--- src/rtl/spi_tx_sched_pkg.sv ---
// ============================================================================
//  Module      : spi_tx_sched_pkg
//  Description : Shared types and helpers for the SPI transmit scheduler.
//                The state encoding, the default header magic nibble and the
//                header-byte assembly function live here.
//  Revision    : 1.0 - initial release
// ============================================================================
`default_nettype none

package spi_tx_sched_pkg;

    // Scheduler states. The encoding is fixed at two bits.
    typedef enum logic [1:0] {
        ST_IDLE    = 2'd0,
        ST_HDR     = 2'd1,
        ST_PAYLOAD = 2'd2,
        ST_CSUM    = 2'd3
    } state_t;

    // Default upper nibble of every header byte.
    localparam logic [3:0] c_hdr_magic_def = 4'hA;

    // A header byte carries the magic nibble and the source index.
    function automatic logic [7:0] make_hdr(input logic [3:0] magic,
                                            input logic [3:0] src);
        return {magic, src};
    endfunction

endpackage

`default_nettype wire

--- src/rtl/spi_tx_scheduler_rr_arbiter.sv ---
// ============================================================================
//  Module      : rr_arbiter
//  Description : Combinational round-robin arbiter. Grants the first active
//                request at or after ptr, wrapping at N. The caller registers
//                the result.
//  Revision    : 1.0 - initial release
// ============================================================================
`default_nettype none

module rr_arbiter #(
    parameter int N  = 4,
    parameter int PW = $clog2(N)
) (
    input  logic [N-1:0]  req,
    input  logic [PW-1:0] ptr,
    input  logic          enable,
    output logic [PW-1:0] grant,
    output logic          grant_valid
);

    localparam logic [PW:0] c_n = (PW+1)'(N);

    // Scan offsets from farthest to nearest so the nearest requester wins.
    always_comb begin
        logic [PW:0] w_sum;
        grant       = '0;
        grant_valid = 1'b0;
        for (int i = N - 1; i >= 0; i--) begin
            w_sum = {1'b0, ptr} + (PW+1)'(i);
            if (w_sum >= c_n) begin
                w_sum = w_sum - c_n;
            end
            if (enable && req[w_sum[PW-1:0]]) begin
                grant       = w_sum[PW-1:0];
                grant_valid = 1'b1;
            end
        end
    end

endmodule

`default_nettype wire

--- src/rtl/spi_tx_scheduler.sv ---
// ============================================================================
//  Module      : spi_tx_scheduler
//  Description : Packet-level round-robin scheduler feeding an 8-bit
//                valid/ready byte sink from NUM_SRC telemetry sources. Each
//                packet is prefixed by {HDR_MAGIC, source index}; payloads
//                longer than MAX_LEN are cut and resume on a later grant.
//                Optional macro SPI_TX_SCHED_CSUM_EN appends an XOR checksum
//                byte over the header and payload bytes of each packet.
//  Revision    : 1.0 - initial release
// ============================================================================
`default_nettype none

module spi_tx_scheduler
    import spi_tx_sched_pkg::*;
#(
    parameter int         NUM_SRC   = 4,
    parameter logic [3:0] HDR_MAGIC = c_hdr_magic_def,
    parameter int         MAX_LEN   = 32
) (
    input  logic                 clk,
    input  logic                 reset_n,
    input  logic [NUM_SRC-1:0]   src_valid,
    input  logic [NUM_SRC*8-1:0] src_data,
    input  logic [NUM_SRC-1:0]   src_last,
    output logic [NUM_SRC-1:0]   src_ready,
    output logic                 out_valid,
    output logic [7:0]           out_data,
    input  logic                 out_ready,
    output logic                 busy,
    output logic [3:0]           cur_src
);

    localparam int             PW         = $clog2(NUM_SRC);
    localparam logic [PW-1:0]  c_last_src = PW'(NUM_SRC - 1);
    localparam logic [7:0]     c_last_cnt = 8'(MAX_LEN - 1);

    state_t        r_state;
    logic [PW-1:0] r_ptr;
    logic [PW-1:0] r_gnt;
    logic [7:0]    r_cnt;
    logic [7:0]    r_hdr;
`ifdef SPI_TX_SCHED_CSUM_EN
    logic [7:0]    r_xor;
`endif

    logic [PW-1:0] w_grant;
    logic          w_grant_valid;
    logic [7:0]    w_src_byte [NUM_SRC];
    logic          w_sel_valid;
    logic          w_sel_last;
    logic [7:0]    w_sel_data;
    logic          w_xfer;

    // Unpack the flat source data bus into per-source bytes.
    for (genvar gi = 0; gi < NUM_SRC; gi++) begin : g_unpack
        assign w_src_byte[gi] = src_data[8*gi +: 8];
    end

    rr_arbiter #(
        .N  (NUM_SRC),
        .PW (PW)
    ) u_arb (
        .req         (src_valid),
        .ptr         (r_ptr),
        .enable      (r_state == ST_IDLE),
        .grant       (w_grant),
        .grant_valid (w_grant_valid)
    );

    assign w_sel_valid = src_valid[r_gnt];
    assign w_sel_last  = src_last[r_gnt];
    assign w_sel_data  = w_src_byte[r_gnt];
    assign w_xfer      = (r_state == ST_PAYLOAD) && w_sel_valid && out_ready;
    assign busy        = (r_state != ST_IDLE);
    assign cur_src     = 4'(r_gnt);

    // Packet sequencing: grant, header, payload passthrough, optional checksum.
    always_ff @(posedge clk or negedge reset_n) begin
        if (!reset_n) begin
            r_state <= ST_IDLE;
            r_ptr   <= '0;
            r_gnt   <= '0;
            r_cnt   <= 8'h00;
            r_hdr   <= 8'h00;
`ifdef SPI_TX_SCHED_CSUM_EN
            r_xor   <= 8'h00;
`endif
        end else begin
            case (r_state)
                ST_IDLE: begin
                    if (w_grant_valid) begin
                        r_gnt   <= w_grant;
                        r_hdr   <= make_hdr(HDR_MAGIC, 4'(w_grant));
                        r_ptr   <= (w_grant == c_last_src) ? '0 : w_grant + PW'(1);
                        r_state <= ST_HDR;
`ifdef SPI_TX_SCHED_CSUM_EN
                        r_xor   <= 8'h00;
`endif
                    end
                end
                ST_HDR: begin
                    if (out_ready) begin
                        r_cnt   <= 8'h00;
                        r_state <= ST_PAYLOAD;
`ifdef SPI_TX_SCHED_CSUM_EN
                        r_xor   <= r_hdr;
`endif
                    end
                end
                ST_PAYLOAD: begin
                    if (w_xfer) begin
                        r_cnt <= r_cnt + 8'd1;
`ifdef SPI_TX_SCHED_CSUM_EN
                        r_xor <= r_xor ^ w_sel_data;
`endif
                        // A marked last byte or the MAX_LEN-th byte closes the packet.
                        if (w_sel_last || (r_cnt == c_last_cnt)) begin
`ifdef SPI_TX_SCHED_CSUM_EN
                            r_state <= ST_CSUM;
`else
                            r_state <= ST_IDLE;
`endif
                        end
                    end
                end
`ifdef SPI_TX_SCHED_CSUM_EN
                ST_CSUM: begin
                    if (out_ready) begin
                        r_state <= ST_IDLE;
                    end
                end
`endif
                default: r_state <= ST_IDLE;
            endcase
        end
    end

    // Output steering: registered header/checksum, passthrough during payload.
    always_comb begin
        out_valid = 1'b0;
        out_data  = 8'h00;
        src_ready = '0;
        case (r_state)
            ST_HDR: begin
                out_valid = 1'b1;
                out_data  = r_hdr;
            end
            ST_PAYLOAD: begin
                out_valid        = w_sel_valid;
                out_data         = w_sel_valid ? w_sel_data : 8'h00;
                src_ready[r_gnt] = out_ready;
            end
`ifdef SPI_TX_SCHED_CSUM_EN
            ST_CSUM: begin
                out_valid = 1'b1;
                out_data  = r_xor;
            end
`endif
            default: ;
        endcase
    end

endmodule

`default_nettype wire

--- config.mk ---
export PLATFORM = sky130hd
export DESIGN_NAME = spi_tx_scheduler
export DESIGN_NICKNAME = d
export VERILOG_FILES = /design/src/rtl/spi_tx_sched_pkg.sv /design/src/rtl/spi_tx_scheduler_rr_arbiter.sv /design/src/rtl/spi_tx_scheduler.sv
export SDC_FILE = /design/constraint.sdc
export NUM_CORES = 1
export LEC_CHECK = 0
export ABC_CLOCK_PERIOD_IN_PS = 4400
export CORE_AREA = 2 2 58 60
export DETAILED_ROUTE_END_ITERATION = 8
export DIE_AREA = 0 0 60 62
export GPL_ROUTABILITY_DRIVEN = 1
export PLACE_DENSITY = 0.93
export SYNTH_ARGS = -nofsm -noshare
export SYNTH_HDL_FRONTEND = slang
export SYNTH_SLANG_ARGS = --single-unit
--- constraint.sdc ---
create_clock -name clk -period 4.4 [get_ports clk]
set_input_delay 0.44 -clock clk [delete_from_list [all_inputs] [get_ports clk]]
set_output_delay 0.44 -clock clk [all_outputs]
set_load 0.1 [all_outputs]
# == Yosys cells after proc, flatten, opt, wreduce, memory -nomap -nowiden ==
# Cells that the tools add are included.
# totals
ff_bits,17
inputBits,43
output_inout_bits,18
wordCells,91
# op_classes
add_sub_neg,9
n_lt_le_gt_ge,11
eq_ne,8
muxes,42
bitwise_logic,2
reduce_logical,14
# op_table
cell,count
two-way mux 8 bit,5
one-hot mux 8 bit (2 select lines),2
two-way mux 2 bit,13
binary-select mux 8 bit (select 2 bit),1
less-than comparator 2 x 3 -> 1 bit (second input constant),5
binary-select mux 1 bit (select 2 bit),6
greater-or-equal comparator 3 bit (second input constant),4
two-way mux 1 bit,11
adder 8 x 1 -> 8 bit (second input constant),1
equality test 8 x 5 -> 1 bit (second input constant),1
subtractor 2 x 1 -> 2 bit (second input constant),4
logical AND 1 bit,7
adder 2 x 2 -> 3 bit (second input constant),2
inequality test 2 bit (second input constant),3
one-hot mux 2 bit (3 select lines),1
bitwise AND 4 bit,1
equality test 2 bit (second input constant),2
two-way mux 4 bit,1
AND reduction 4 bit,1
nonzero test 2 bit,2
adder 2 x 1 -> 3 bit (second input constant),1
greater-or-equal comparator 2 x 3 -> 1 bit (second input constant),1
NOT 2 -> 3 bit,1
AND reduction 3 bit,1
other kinds (9),9

# == Longest topological paths before layout ==
# Gate-level depths: netlist of run 1.
# logic_depth
word_depth,12
ltp_mapped,7
ltp_nobuf,6

# == Modules after synthesis ==
# Synthesis of run 1 repeated with hierarchy kept, for this count alone.
# hier_totals
hier_cells,148
hier_area_um2,1407.6
# by_module_without_submodules
module,instances,cells_per_inst,area_per_inst_um2,seq_area_each_um2
spi_tx_scheduler,1,132,1308.8,375.4
rr_arbiter,1,16,98.8,0.0

# == Worst setup path after synthesis of run 1 ==
# OpenSTA, ideal clock, no wires.
# synth_path
path_kind,reg2out
start,reg r_gnt[0]
end,out out_data[0]
t_arrival_ns,3.241
t_required_ns,3.960
slack_ns,0.719
stages_incl_launch_ff,5
n_path_buf,1
cell_sequence,dfrtp_1 > buf_6 > mux4_2 > nand3_1 > o21ai_0
# synth_between
elab_chain_len,6
elab_cells_between_ends,8
cone_classes,7 x mux; 1 x bitwise
# synth_rtl
element,line_no,rtl
start: declaration,spi_tx_scheduler.sv:39,logic [PW-1:0] r_gnt;
start signal: assignment,spi_tx_scheduler.sv:92,r_gnt <= w_grant;
NOT 2 -> 3 bit (not written as such),spi_tx_scheduler.sv:72,assign w_sel_data = w_src_byte[r_gnt];
binary-select mux 8 bit (select 2 bit),spi_tx_scheduler.sv:72,
two-way mux 8 bit (not written as such) (2 in series),spi_tx_scheduler.sv:72,
two-way mux 8 bit *,spi_tx_scheduler.sv:150,out_data = w_sel_valid ? w_sel_data : 8'h00;
one-hot mux 8 bit (2 select lines) *,spi_tx_scheduler.sv:143,case (r_state)
end: declaration,spi_tx_scheduler.sv:27,"output logic [7:0] out_data,"
# Mark *: on every way between the ends. The rest lies on a longest branch, timed or not. The select of a mux whose other input is x is not followed.

# == Worst setup path in the final report of run 1 ==
# layout_path
start,reg r_gnt[0]
end,out out_data[4]
# Same word-level chain as after synthesis.

==> run metrics, run 1 <==
clk root buf clkbuf_4; most common cell after layout, fill and taps aside clkdlybuf4s50_1; outcome finished clean; Worst Setup End Kind primary output; fraction of registers with async set/reset 1.00; routed wire length 3490 um; Setup crit start kind flop; placed standard-cell area 0.00190 mm2; vias in the first global route 1340; DR vias/cell 5.50; largest family of logic cells by synthesized area multiplexers; share of cells above drive strength 1 0.125; clock latency on the worst-skew pair 300 ps; maxcap violations 0; crit path kind flop to primary output; Mapped Area 0.00134 mm2; RSZ-0062 raised after global routing no; router iterations before antenna repair 4; Slew Viols, Final 0; gpl congestion 0.848; Post-Synth Adder-Cell Area 0.0466; cts bufs inserted 3; initial antenna violation count 0; CTS H-tree lvls 1; DR iter-0 viols 49; Worst-Margin Slew 1010 ps; Rows 21; Top Layer Used met4; synthesized netlist cell count about 140; Synth area leader dfrtp_1; cts repair resizes 0; Seq/Total Area, Yosys 0.280; first-pass GRT wire length roughly 5700 um; final hold vios 0; Synth Area in XOR/XNOR 0; Pleak 0.821 nW; Pwr Density 631 mW/mm2; commonest non-fill, non-tap cells in the layout 50 x clkdlybuf4s50_1, 15 x dfrtp_1, 12 x nand2_1; Setup Fix Bufs, Post-CTS 0; Routed Antenna Nets 0; CTS Buffer Depth 2; mux cell area share after synthesis 0.235; WP data arrival 3000 ps; routed wl met3 215 um; grt total ovfl 0; CTS tree yes; critical path fanouts, max 19; diode count 0; setup TNS 0 ps; Data required, critical path 3960 ps; fmax 291 MHz; Die W around 60 um; Clock Sinks 15; port bufs between 50 and 60; most common flop cell mapped by yosys dfrtp_1; CP max-delay cell clkdlybuf4s50_1; dpl hpwl between 2000 and 3000 um; NumNets Final 241; Die ar. 0.00372 mm2; via count 1310; Synth top area share 0.280; min-delay worst type flop to flop; Post-CTS Hold Buffers 0; Tcrit/Tclk final 0.782; Die Y 62 um; delay-heaviest family, CP buffers and inverters; clock skew around 12 ps; clock-pin slew on the worst setup and hold paths 90 ps; setup violation total in the final timing report 0; core area 0.00318 mm2; syn_area_per_cell 9.73 um2; residual DRC count 0; Post-synth EDFFs 0; CP max stage delay 990 ps; M1 WL 1410 um; Final Cell Area a little under 0.002 mm2; Synth Area in Simple Gates 0.212; number of I/O pins 61; Cell Chain, Critical Path mux4_2 > and3_1 > clkdlybuf4s50_1; #FFs+latches synth 15; Tot GR Track Use 0.205; Period minus WS final 3440 ps; worst path bufs/invs 1; Layout area overhead 43.7%; WL per Instance 14.7 um; Area contributors post-synth dfrtp_1 28%, mux4_2 10%, mux4_1 7.8%; Worst Hold Slack 470 ps; pin count of the biggest net entering global routing 20; Ys Warns 0; Initial Util 0.422; Compound-Gate Fraction of Synth Area 0.146; synth unique cells 41; worst ir drop on vdd 0.481 mV; max_slew headroom 0.325; metal2 WL 1830 um
[final cells by class]
| cell class | count | area, um2 |
|---|---|---|
| fillers | 264 | 1250 |
| flip-flops and latches | 15 | 375 |
| clock inverters | 1 | 5.00 |
| multi-input cells | 104 | 867 |
| repair buffers | 58 | 561 |
| inverters | 11 | 41.3 |
| well taps | 46 | 57.6 |
| clock buffers | 3 | 22.5 |
[flip-flops by register name, summed over array words and instances (netlist names)]
register  flops
r_cnt         8
r_state       2
r_hdr         2
r_ptr         2
r_gnt         1
[Yosys cell counts, drive strengths merged (4+ instances only)]
master,instances
nor2b,5
mux2,4
nand2,13
o21ai,10
nand3,11
dfrtp,15
buf,8
a21oi,5
ha,5
mux4,10
inv,11
or3,5
[metal layers]
metal / track usage / vias up
li1: - / 617
met1: 0.227 / 641
met2: 0.384 / 48
met3: 0.0600 / 4
met4: 0.0571 / 0
met5: 0 / -
[report_power, final]
group / internal, mW / switching (mW) / total, mW
combinational: 0.295 / 0.579 / 0.874
clock: 0.0339 / 0.0505 / 0.0844
sequential: 0.176 / 0.0837 / 0.260
total: 0.505 / 0.713 / 1.22
[final timing paths]
kind | startpoint | to | slack [ps] | depth (start not counted)
max in group asynchronous | reset_n | r_ptr[0] | 3370 | 1
hold reg to reg | r_hdr[5] | r_hdr[5] | 470 | 1
hold / removal | r_hdr[5] | r_hdr[5] | 470 | 1
setup reg to reg | r_gnt[0] | r_cnt[5] | 2080 | 4
setup / recovery | r_gnt[0] | out_data[4] | 960 | 3
min in group asynchronous | reset_n | r_cnt[2] | 560 | 1
[cells by family after synthesis]
family	Yosys count
adder cells (fa/ha/maj)	5
AO/OA/AOI/OAI	28
flip-flops	15
other	1
AND/OR/NAND/NOR	52
multiplexers	17
buffers and inverters	20
[metrics by stage]
step | worst slack (ps) | util | cells | power, mW
floorplan | 719 | - | 139 | 0.962
global placement | 1280 | 0.598 | 234 | 1.12
detailed placement | 1240 | 0.598 | 234 | 1.14
CTS | 918 | 0.607 | 238 | 1.22
global route | 804 | 0.607 | 238 | 1.28
finish | 961 | 0.607 | 238 | 1.22
[worst reg2reg max path: stages, from the launching register on]
cell	delay, ps
dfrtp_1	850
mux2_2	440
a221oi_2	630
o31ai_1	190
a21oi_1	150
(Power assumes the default switching activity.)
==> run 2: changes to the inputs <==
--- a/config.mk
+++ b/config.mk
@@ -5,12 +5,12 @@
 export SDC_FILE = /design/constraint.sdc
 export NUM_CORES = 1
 export LEC_CHECK = 0
-export ABC_CLOCK_PERIOD_IN_PS = 4400
-export CORE_AREA = 2 2 58 60
+export ABC_CLOCK_PERIOD_IN_PS = 3530
+export CORE_AREA = 2 2 60 62
 export DETAILED_ROUTE_END_ITERATION = 8
-export DIE_AREA = 0 0 60 62
+export DIE_AREA = 0 0 62 64
 export GPL_ROUTABILITY_DRIVEN = 1
-export PLACE_DENSITY = 0.93
+export PLACE_DENSITY = 0.88
 export SYNTH_ARGS = -nofsm -noshare
 export SYNTH_HDL_FRONTEND = slang
 export SYNTH_SLANG_ARGS = --single-unit
==> constraint.sdc (replaced) <==
create_clock -name clk -period 3.53 [get_ports clk]
set_input_delay 0.353 -clock clk [delete_from_list [all_inputs] [get_ports clk]]
set_output_delay 0.353 -clock clk [all_outputs]
set_load 0.1 [all_outputs]
==> run 2 against run 1 <==
Utilization decreased by 2.0 points. Sequential power increased by 12%. Design area about the same. Highest routed layer is now met3.
==> run metrics, run 2 (synthesized netlist as in run 1, its figures left out) <==
outcome finished clean; Setup Fix Bufs, Post-CTS 0 (unchanged); final worst slack 939 ps (-22.1 ps); share of cells above drive strength 1 0.160 (+0.0348); Worst Hold Slack 479 ps (+8.47 ps); DR iter-0 viols 55 (+12%); WP data arrival 2240 ps (-760 ps); Tcrit/Tclk final 0.734; number of I/O pins 61 (unchanged); most common cell after layout, fill and taps aside clkdlybuf4s50_1; max_slew headroom 0.346 (+0.0207); Period minus WS final 2590 ps; maxcap violations 0 (unchanged); CTS Buffer Depth 2 (unchanged); WL per Instance 14.4 um (-1.9%); Layout area overhead 43.6% (about the same); Data required, critical path 3180 ps (-780 ps); worst ir drop on vdd 0.549 mV (+14%); FF-to-FF End r_cnt[3]; final hold vios 0 (unchanged); vias in the first global route 1283 (-4.3%); clock-pin slew on the worst setup and hold paths 90 ps (about the same); CTS tree yes; max reg flops 8 (unchanged); routed wire length 3450 um (-1.1%); grt total ovfl 0 (unchanged); fmax 386 MHz; CTS H-tree lvls 1 (unchanged); Tot GR Track Use 0.191 (-0.0144); setup violation total in the final timing report 0 (unchanged); Post-CTS Hold Buffers 0 (unchanged); diode count 0 (unchanged); fin cells 240 (+0.84%); first-pass GRT wire length 5810 um (+1.7%); Post-Place Cells 236 (+0.85%); Reg2Reg Setup Slack 1320 ps (-760 ps); cts repair resizes 0 (unchanged); dpl hpwl 2880 um (+3.4%); Die ar. 0.00397 mm2 (+6.7%); residual DRC count 0 (unchanged); Pleak 0.839 nW (+2.3%); Pwr Density 794 mW/mm2 (+26%); crit path kind flop to primary output; RSZ-0062 raised after global routing no; Worst-Margin Slew 978 ps (-30.9 ps); Initial Util 0.409 (-0.0135); gpl congestion 0.801 (-5.6%); pre-CTS WS 1120 ps (-129 ps); Die Y 64 um (+3.2%); reg2reg start r_state[0]; router iterations before antenna repair 4 (unchanged); Worst path most repeated cell inv_1; commonest non-fill, non-tap cells in the layout 44 x clkdlybuf4s50_1, 16 x buf_4, 15 x dfrtp_1; initial antenna violation count 0 (unchanged); Cell Chain, Critical Path inv_1 > ha_1 > inv_1 > clkdlybuf4s50_1; Clock Sinks 15 (unchanged); DR vias/cell 5.37 (-2.4%); core area 0.00328 mm2 (+3.3%); cts bufs inserted 3 (unchanged); NumNets Final 243 (+0.83%); pin count of the biggest net entering global routing 16 (-20%); Rows 21 (unchanged); clock skew 2.48 ps (-9.24 ps); Reg2Reg Depth 6 (+2); min-delay worst type primary input to asynchronous set/reset pin; Setup crit start kind flop; CP max stage delay 1140 ps (+150 ps); clock latency on the worst-skew pair 280 ps (-20 ps); Slew Viols, Final 0 (unchanged); Die W 62 um (+3.3%); via count 1289 (-1.6%); Worst Setup End Kind primary output; Routed Antenna Nets 0 (unchanged); setup TNS 0 ps (unchanged); critical path fanouts, max 3 (-16); port bufs 58 (unchanged); Largest Register r_cnt; clk root buf clkbuf_4; CP max-delay cell clkdlybuf4s50_1
-- run 2: cell types whose count changed in the layout (fill, tap and decap cells not counted), sizes merged --
cell           previous run  this run
clkbuf                    3         4
buf                       8        16
clkdlybuf4s50            50        44
clkinv                    1         0
-- run 2: per-stage QoR --
| step | total power [mW] | utilization | instance area (um2) |
|---|---|---|---|
| floorplan | 1.20 | - | 1350 |
| global placement | 1.42 | 0.579 | 1900 |
| detailed placement | 1.43 | 0.579 | 1900 |
| CTS | 1.54 | 0.587 | 1930 |
| global route | 1.62 | 0.587 | 1930 |
| finish | 1.53 | 0.587 | 1930 |
-- run 2: critical path: cells and delay by family (launching register included) --
family / cells / cell delay (ps)
fa+ha+maj: 1 / 240
buf+inv: 3 / 1330
flops: 1 / 380
-- run 2: metal layers --
layer	vias up	routed length [um]	global-route usage
li1	618	-	-
met1	633	1430	0.269
met2	38	1820	0.315
met3	0	203	0.0364
met4	0	0	0.00798
met5	-	0	0
-- run 2: worst max path at each step --
stage | start | end | slack [ps] | cells past startpoint
after detailed placement | src_valid[3] | out_data[1] | 1120 | 5
after global placement | src_valid[3] | out_data[0] | 1170 | 5
after CTS | r_state[1] | busy | 930 | 4
after floorplan | r_gnt[0] | out_data[0] | -60 | 4
after global routing | r_state[0] | out_data[1] | 840 | 5
final | r_state[0] | busy | 940 | 4
-- run 2: power by group --
part           total [mW]  switching [mW]  internal [mW]  leakage, nW
Sequential          0.291          0.0706          0.220        0.190
Clock               0.102          0.0577         0.0438       0.0150
Combinational        1.14           0.761          0.376        0.634
-- run 2: layout make-up --
| type | instances | area (um2) |
|---|---|---|
| Fill cell | 294 | 1360 |
| Multi-Input combinational cell | 104 | 867 |
| Timing Repair Buffer | 60 | 561 |
| Sequential cell | 15 | 375 |
| Tap cell | 46 | 57.6 |
| Inverter | 11 | 41.3 |
| Clock buffer | 4 | 26.3 |
